**src/rtl/instr_loader.sv**
```systemverilog
// instr_loader
//   Streams a program image into instruction memory before the core is
//   released from reset. Bytes arrive over a valid/ready handshake, are
//   packed little-endian into 32-bit words and written one word per write
//   cycle to consecutive word addresses starting at BASE_ADDR.
//
// Ports
//   clk            system clock, rising edge
//   rst            synchronous active-high reset
//   start          one-cycle pulse that opens a load session
//   i_byte_valid   producer presents i_byte / i_last
//   i_byte         image byte
//   i_last         accepted byte is the final byte of the image
//   o_byte_ready   loader accepts a byte this cycle
//   o_we           instruction memory write enable (single cycle)
//   o_waddr        word-aligned write byte address (holds last write)
//   o_wdata        write data word (holds last write)
//   o_busy         session in progress
//   o_done         image fully written (sticky until next start)
//   o_overflow     image larger than MEM_WORDS (sticky until next start)
//   o_word_count   words written in the current or last session
//
// State table
//   state     | meaning
//   S_IDLE    | after reset, waiting for start
//   S_COLLECT | accepting bytes into the partial word
//   S_WRITE   | one cycle: write the packed word, or detect overflow
//   S_DONE    | last word written; waiting for a new start
//   S_ERROR   | image did not fit; waiting for a new start or rst
module instr_loader #(
  parameter logic [31:0] BASE_ADDR = 32'h0000_0000,
  parameter int unsigned MEM_WORDS = 1024,
  parameter int unsigned CNT_W     = 11
) (
  input  logic             clk,
  input  logic             rst,
  input  logic             start,
  input  logic             i_byte_valid,
  input  logic [7:0]       i_byte,
  input  logic             i_last,
  output logic             o_byte_ready,
  output logic             o_we,
  output logic [31:0]      o_waddr,
  output logic [31:0]      o_wdata,
  output logic             o_busy,
  output logic             o_done,
  output logic             o_overflow,
  output logic [CNT_W-1:0] o_word_count
);

  localparam logic [CNT_W-1:0] MEM_WORDS_C = CNT_W'(MEM_WORDS);

  typedef enum logic [2:0] {
    S_IDLE,
    S_COLLECT,
    S_WRITE,
    S_DONE,
    S_ERROR
  } state_t;

  state_t state_q, state_d;

  logic [1:0]       byte_idx_q;
  logic [31:0]      word_q;
  logic             last_q;
  logic [CNT_W-1:0] count_q;
  logic [31:0]      waddr_q;
  logic [31:0]      wdata_q;

  logic             accept;
  logic             room;
  logic             session_start;
  logic             write_fire;
  logic [31:0]      count_bytes;
  logic [31:0]      wr_addr;

  assign accept      = (state_q == S_COLLECT) && i_byte_valid;
  assign room        = (count_q < MEM_WORDS_C);
  assign count_bytes = 32'(count_q) << 2;
  assign wr_addr     = BASE_ADDR + count_bytes;

  // State register
  always_ff @(posedge clk) begin
    if (rst) begin
      state_q <= S_IDLE;
    end else begin
      state_q <= state_d;
    end
  end

  // Next state and control outputs
  always_comb begin
    state_d       = state_q;
    session_start = 1'b0;
    write_fire    = 1'b0;
    o_byte_ready  = 1'b0;
    o_we          = 1'b0;
    o_busy        = 1'b0;
    o_done        = 1'b0;
    o_overflow    = 1'b0;

    case (state_q)
      S_IDLE: begin
        if (start) begin
          session_start = 1'b1;
          state_d       = S_COLLECT;
        end
      end

      S_COLLECT: begin
        o_byte_ready = 1'b1;
        o_busy       = 1'b1;
        // A word is closed either by its fourth byte or by the image end.
        if (i_byte_valid && ((byte_idx_q == 2'd3) || i_last)) begin
          state_d = S_WRITE;
        end
      end

      S_WRITE: begin
        o_busy = 1'b1;
        if (room) begin
          o_we       = 1'b1;
          write_fire = 1'b1;
          state_d    = last_q ? S_DONE : S_COLLECT;
        end else begin
          state_d = S_ERROR;
        end
      end

      S_DONE: begin
        o_done = 1'b1;
        if (start) begin
          session_start = 1'b1;
          state_d       = S_COLLECT;
        end
      end

      S_ERROR: begin
        o_overflow = 1'b1;
        if (start) begin
          session_start = 1'b1;
          state_d       = S_COLLECT;
        end
      end

      default: begin
        state_d = S_IDLE;
      end
    endcase
  end

  // Packing, word counter and write-port hold registers
  always_ff @(posedge clk) begin
    if (rst) begin
      byte_idx_q <= 2'd0;
      word_q     <= 32'd0;
      last_q     <= 1'b0;
      count_q    <= '0;
      waddr_q    <= 32'd0;
      wdata_q    <= 32'd0;
    end else if (session_start) begin
      byte_idx_q <= 2'd0;
      word_q     <= 32'd0;
      last_q     <= 1'b0;
      count_q    <= '0;
    end else if (accept) begin
      word_q[{byte_idx_q, 3'b000} +: 8] <= i_byte;
      byte_idx_q <= byte_idx_q + 2'd1;
      last_q     <= i_last;
    end else if (write_fire) begin
      count_q    <= count_q + 1'b1;
      byte_idx_q <= 2'd0;
      word_q     <= 32'd0;
      waddr_q    <= wr_addr;
      wdata_q    <= word_q;
    end
  end

  // The live address/data are shown during the write cycle itself; the
  // registered copies keep the port stable between writes.
  assign o_waddr      = o_we ? wr_addr : waddr_q;
  assign o_wdata      = o_we ? word_q  : wdata_q;
  assign o_word_count = count_q;

endmodule

```
**config.mk**
```make
export PLATFORM = sky130hd
export DESIGN_NAME = instr_loader
export DESIGN_NICKNAME = d
export VERILOG_FILES = /design/src/rtl/instr_loader.sv
export SDC_FILE = /design/constraint.sdc
export NUM_CORES = 1
export LEC_CHECK = 0
export CAP_MARGIN = 15
export CORE_ASPECT_RATIO = 1.75
export CORE_UTILIZATION = 45
export CTS_CLUSTER_DIAMETER = 30
export CTS_CLUSTER_SIZE = 12
export DETAILED_ROUTE_END_ITERATION = 12
export PLACE_DENSITY = 0.71
export SETUP_SLACK_MARGIN = 0.02
export SLEW_MARGIN = 20
export SYNTH_ARGS = -nofsm -noshare
export SYNTH_HDL_FRONTEND = slang
export SYNTH_SLANG_ARGS = --single-unit
export TNS_END_PERCENT = 10
```
**constraint.sdc**
```tcl
create_clock -name clk -period 2.7 [get_ports clk]
set_input_delay 0.54 -clock clk [delete_from_list [all_inputs] [get_ports clk]]
set_output_delay 0.54 -clock clk [all_outputs]
set_load 0.02 [all_outputs]
```
**Yosys cells after proc, flatten, opt, wreduce, memory -nomap -nowiden**

Cells that the tools add are included.

- Bits in registers: 113
- Output and inout port bits: 80
- Bits of input ports: 13

- Shift-type cells: 2
- $add $sub $neg: 3
- Equal/unequal tests: 7
- Bitwise logic cells: 2
- Mux-type cells: 20
- Reductions and logical operators: 11
- Order comparisons: 1

Operators with widths:

| operator | number |
|---|---|
| $mux 32 | 4 |
| $bwmux 32 | 1 |
| $shift 8x7->32 const A | 1 |
| $shiftx 8x7->32 | 1 |
| $add 11x1->11 const B | 1 |
| $lt 11x11->1 const B | 1 |
| $mux 3 | 3 |
| $pmux 3 s3 | 1 |
| $mux 1 | 8 |
| $neg 5->7 | 1 |
| $eq 3x2->1 const B | 2 |
| $mux 2 | 3 |
| $reduce_and 2->1 | 3 |
| $ne 2x1->1 const B | 2 |
| $reduce_or 2->1 | 2 |
| $eq 3x1->1 const B | 1 |
| $eq 3x3->1 const B | 1 |
| $logic_not 3->1 | 1 |
| $reduce_or 3->1 | 1 |
| $add 2x1->2 const B | 1 |
| $eq 2x2->1 const B | 1 |
| $logic_and 1x1->1 | 2 |
| $not 1->1 | 2 |
| $reduce_bool 2->1 | 1 |
| $logic_or 1x1->1 | 1 |

**Longest topological paths before layout**

- Word-level depth: 5
- Mapped depth: 7

**Least setup slack after synthesis**

No wires, ideal clock.

- Path type: reg-to-output
- From: register count_q[10] (netlist: o_word_count[10])
- To: output port o_wdata[31]
- Path slack: 0.432 ns
- Arrival: 1.728 ns
- Cell stages (with the launch flop): 5
- Cells stage by stage: dfxtp_1 -> or4b_1 -> buf_2 -> inv_1 -> mux2_2

- Longest elaborated chain between the ends: 4

RTL lines:

| element | line | text |
|---|---|---|
| start: declaration | 66 | `logic [CNT_W-1:0] count_q;` |
| start signal: assignment | 171 | `count_q <= count_q + 1'b1;` |
| $lt 11x11->1 | 78 | `assign room = (count_q < MEM_WORDS_C);` |
| $mux 1 | 121 | `if (room) begin` |
| $mux 1 | 102 | `case (state_q)` |
| named net o_we | 42 | `output logic o_we,` |
| $mux 32 | -- |  |
| end: declaration | 44 | `output logic [31:0] o_wdata,` |

The timed path passes the listed nets, and every way through them passes these cells.

**Worst setup path in the final report**

- From: register state_q[0]
- To: output port o_waddr[8]

- Longest elaborated chain between the ends: 3

RTL lines:

| element | line | text |
|---|---|---|
| start: declaration | 61 | `state_t state_q, state_d;` |
| start signal: assignment | 87 | `state_q <= state_d;` |
| $eq 3x2->1 | 102 |  |
| $mux 1 | 102 |  |
| $mux 32 | -- |  |
| end: declaration | 43 | `output logic [31:0] o_waddr,` |

No other way between the ends.

==> flow_summary_export.csv <==
group,metric,value,unit
timing,clock_skew,0.00540,ns
synth,async_reset_ff_frac,0,
floorplan,rows,49,
setup_path,cp_data_arrival_time,2.18,ns
synth,synth_edf_count,0,
layout,nNetsFinal,596,
pwr,clockPowerShare,0.555,
pwr,internal_power,3.43,mW
clock_tree,clk_path_buf_depth,2,
timing,max_clock_freq,367,MHz
setup_path,critPathLaunch,"state_q[0]",
route,drt_first_pass_iters,4,
timing,grt_setup_unrepaired,"true",
pwr,switching_share,0.216,
hold_path,hp-class,"reg -> reg",
synth,synth-main-ff-cell,"dfxtp_1",
floorplan,ios,93,
global_route,grt_pass1_vias,3851,
route,drt_iter0_drc,214,
global_route,globalRoute.totalOverflow,0,
clock_tree,clock-sinks,113,
route,wl,11800,um
global_route,globalRouteTotalUtil,0.219,
timing,finalSetupViolCount,5,
route,viasPerCell,5.49,
placed_design,port_buffers,92,
pwr,power.density,700,mW/mm2
clock_tree,path_clk_slew,0.05,ns
clock_tree,cts_inserted_buffers,17,
setup_path,crit_required,2.16,ns
synth,synth_area,0.00473,mm2
job,cap_violations,0,
run_status,violations,"setup timing",
setup_path,critPathMaxFanout,13,
timing,post-route-period-util,1.01,
timing,min_period,2.72,ns
pwr,vdd_ir_drop_max,0.521,mV
floorplan,die_area,0.0109,mm2
timing,fin_ws,-0.0225,ns
setup_path,worst_setup_path_start_kind,"flop",
route,wl_per_cell,16.5,um
global_route,antenna_found_initial,0,
placed_design,place_congestion,0.776,
global_route,grt_start_max_net_pins,62,
setup_path,r2r_start,"byte_idx_q[0]",
setup_path,critPathCaptureType,"primary output",
placed_design,dp_hpwl,7570,um
timing,hold_viol,0,
clock_tree,insertion_delay,0.41,ns
floorplan,die_h,138,um
clock_tree,ctsHtreeMaxLevel,4,
clock_tree,clockRootBuffer,"clkbuf_16",
hold_path,holdCritStartpoint,"waddr_q[27]",
timing,slew_violations,0,
synth,postSynthCellCount,487,
clock_tree,cts_hold_buf,0,
layout,layout-drive-gt1-share,0.188,
pwr,power_frac_seq,0.385,
clock_tree,cts_tree,"done",
floorplan,die_w,79.5,um
floorplan,start_util,0.462,
synth,yosysUniqueCellTypes,41,
timing,max_slew_margin,0.545,
route,antenna_left,0,
layout,num_antenna_cells,0,
pwr,power_switching,0.946,mW
synth,synth_nets,506,
pwr,p_leak,2.55,nW
timing,hold_slack,0.445,ns
run_status,outcome,"finished with violations",
floorplan,core_area,0.0102,mm2
placed_design,pre_cts_ws,0.132,ns
setup_path,criticalPathCategory,"reg -> out",
synth,synth_warnings,0,
timing,worstMarginPinSlew,0.683,ns
pwr,combPwrFrac,0.060,
global_route,grt_pass1_wl,18300,um
synth,synth_seq_cells,113,
synth,avgSynthCellArea,9.71,um2
layout,syn_to_final_growth,32.4,%
route,route.detailed.drc,0,
route,num_vias,3935,
synth,synth.yosys.seq_area_share,0.479,
-- synth_stat cells, drive strengths merged, types with 2 or more instances --
| cell | n | area (um2) |
|---|---|---|
| buf | 12 | 77.6 |
| o211ai | 24 | 180 |
| nand2 | 8 | 30.0 |
| nand2b | 2 | 12.5 |
| nor4bb | 3 | 30.0 |
| nand4b | 6 | 52.6 |
| nor3b | 3 | 22.5 |
| o31ai | 4 | 30.0 |
| ha | 6 | 75.1 |
| a21oi | 35 | 175 |
| inv | 8 | 30.0 |
| nand3 | 55 | 275 |
| a31oi | 9 | 56.3 |
| nand4bb | 3 | 33.8 |
| or3 | 2 | 12.5 |
| nor2b | 43 | 269 |
| nor4 | 2 | 18.8 |
| and2 | 45 | 282 |
| a22oi | 2 | 15.0 |
| dfxtp | 113 | 2260 |
| nand3b | 2 | 15.0 |
| xnor2 | 2 | 17.5 |
| o21ai | 4 | 20.0 |
| nor2 | 8 | 30.0 |
| or4 | 5 | 37.5 |
| mux2i | 2 | 20.0 |
| mux2 | 42 | 473 |
| clkbuf | 29 | 109 |
-- stage by stage --
stage / std cells / setup TNS [ns] / utilization / area, um2 / power, mW
final: 717 / -0.0903 / 0.611 / 6260 / 4.38
after global routing: 717 / -0.597 / 0.611 / 6260 / 4.50
after CTS: 715 / -1.64 / 0.622 / 6370 / 4.40
after detailed placement: 683 / 0 / 0.566 / 5790 / 1.97
after global placement: 683 / 0 / 0.566 / 5790 / 1.97
after floorplan: 487 / 0 / - / 4730 / 1.87
-- layer usage --
layer	share of wire	GRT usage	vias up
met2	0.53	0.377	123
met4	0.023	0.118	0
li1	-	-	1904
met1	0.40	0.236	1884
met3	0.050	0.0642	24
met5	0	0	-
-- final timing paths --
check	endpoint	slack, ns	depth (start not counted)
worst min register to register	waddr_q[27]	0.45	1
worst min-delay path	waddr_q[27]	0.45	1
worst max register to register	word_q[30]	0.84	6
worst max-delay path	o_waddr[8]	-0.02	4
-- timing repair --
item | 4_1_cts | 5_1_grt
gates cloned | 0 | 1
setup endpoints to repair | 65 | 42
resized for setup | 67 | 88
pin swaps | 0 | 1
buffers inserted | 0 | 1
-- cell families (layout without fill, tap and decap cells) --
kind of cell / Yosys count / count (layout) / share of synthesized area
xor gates and xnor gates: 2 / 2 / 0.00371
adders and majority gates: 6 / 6 / 0.0159
muxes: 44 / 44 / 0.104
and+or+nand+nor: 193 / 193 / 0.247
DFF: 113 / 113 / 0.479
AOI/OAI and AO/OA: 80 / 80 / 0.104
buffers and inverters: 49 / 152 / 0.0458
-- critical path, cell delays in order (launching register included) --
cell	delay, ns
dfxtp_1	0.31
or4b_4	0.59
buf_4	0.22
mux2_1	0.34
dlygate4sd2_1	0.32
-- cells in the final DEF, fill, tap and decap left out, types with 16 or more instances in the layout --
| cell type | Yosys | final |
|---|---|---|
| dfxtp_1 | 113 | 113 |
| nor2b_1 | 43 | 43 |
| dlygate4sd2_1 | 0 | 20 |
| o211ai_1 | 24 | 24 |
| clkbuf_16 | 0 | 18 |
| mux2_1 | 32 | 32 |
| buf_4 | 4 | 16 |
| a21oi_1 | 35 | 35 |
| and2_1 | 45 | 45 |
| clkbuf_2 | 0 | 42 |
| clkdlybuf4s50_1 | 0 | 26 |
| nand3_1 | 55 | 55 |
-- final cells by class --
class / instances / area, um2
clock buffer: 18 / 439
sequential: 113 / 2260
clock inverter: 14 / 213
multi-input combinational: 325 / 2270
fill: 868 / 3980
inverter: 8 / 30.0
tap: 127 / 159
timing repair buffer: 112 / 886
-- power by group through the flow --
stage,Clock [mW],Combinational (mW),Sequential (mW)
after CTS,2.46,0.250,1.68
final,2.43,0.261,1.69
after global routing,2.54,0.278,1.68
after global placement,0,0.246,1.72
after detailed placement,0,0.250,1.72
after floorplan,0,0.153,1.72
-- sequential cells by signal (all words and copies together), names as in the netlist --
name	cells
byte_idx_q	2
last_q	1
o_word_count	11
state_q	3
waddr_q	32
wdata_q	32
word_q	32
(Power assumes the default switching activity.)
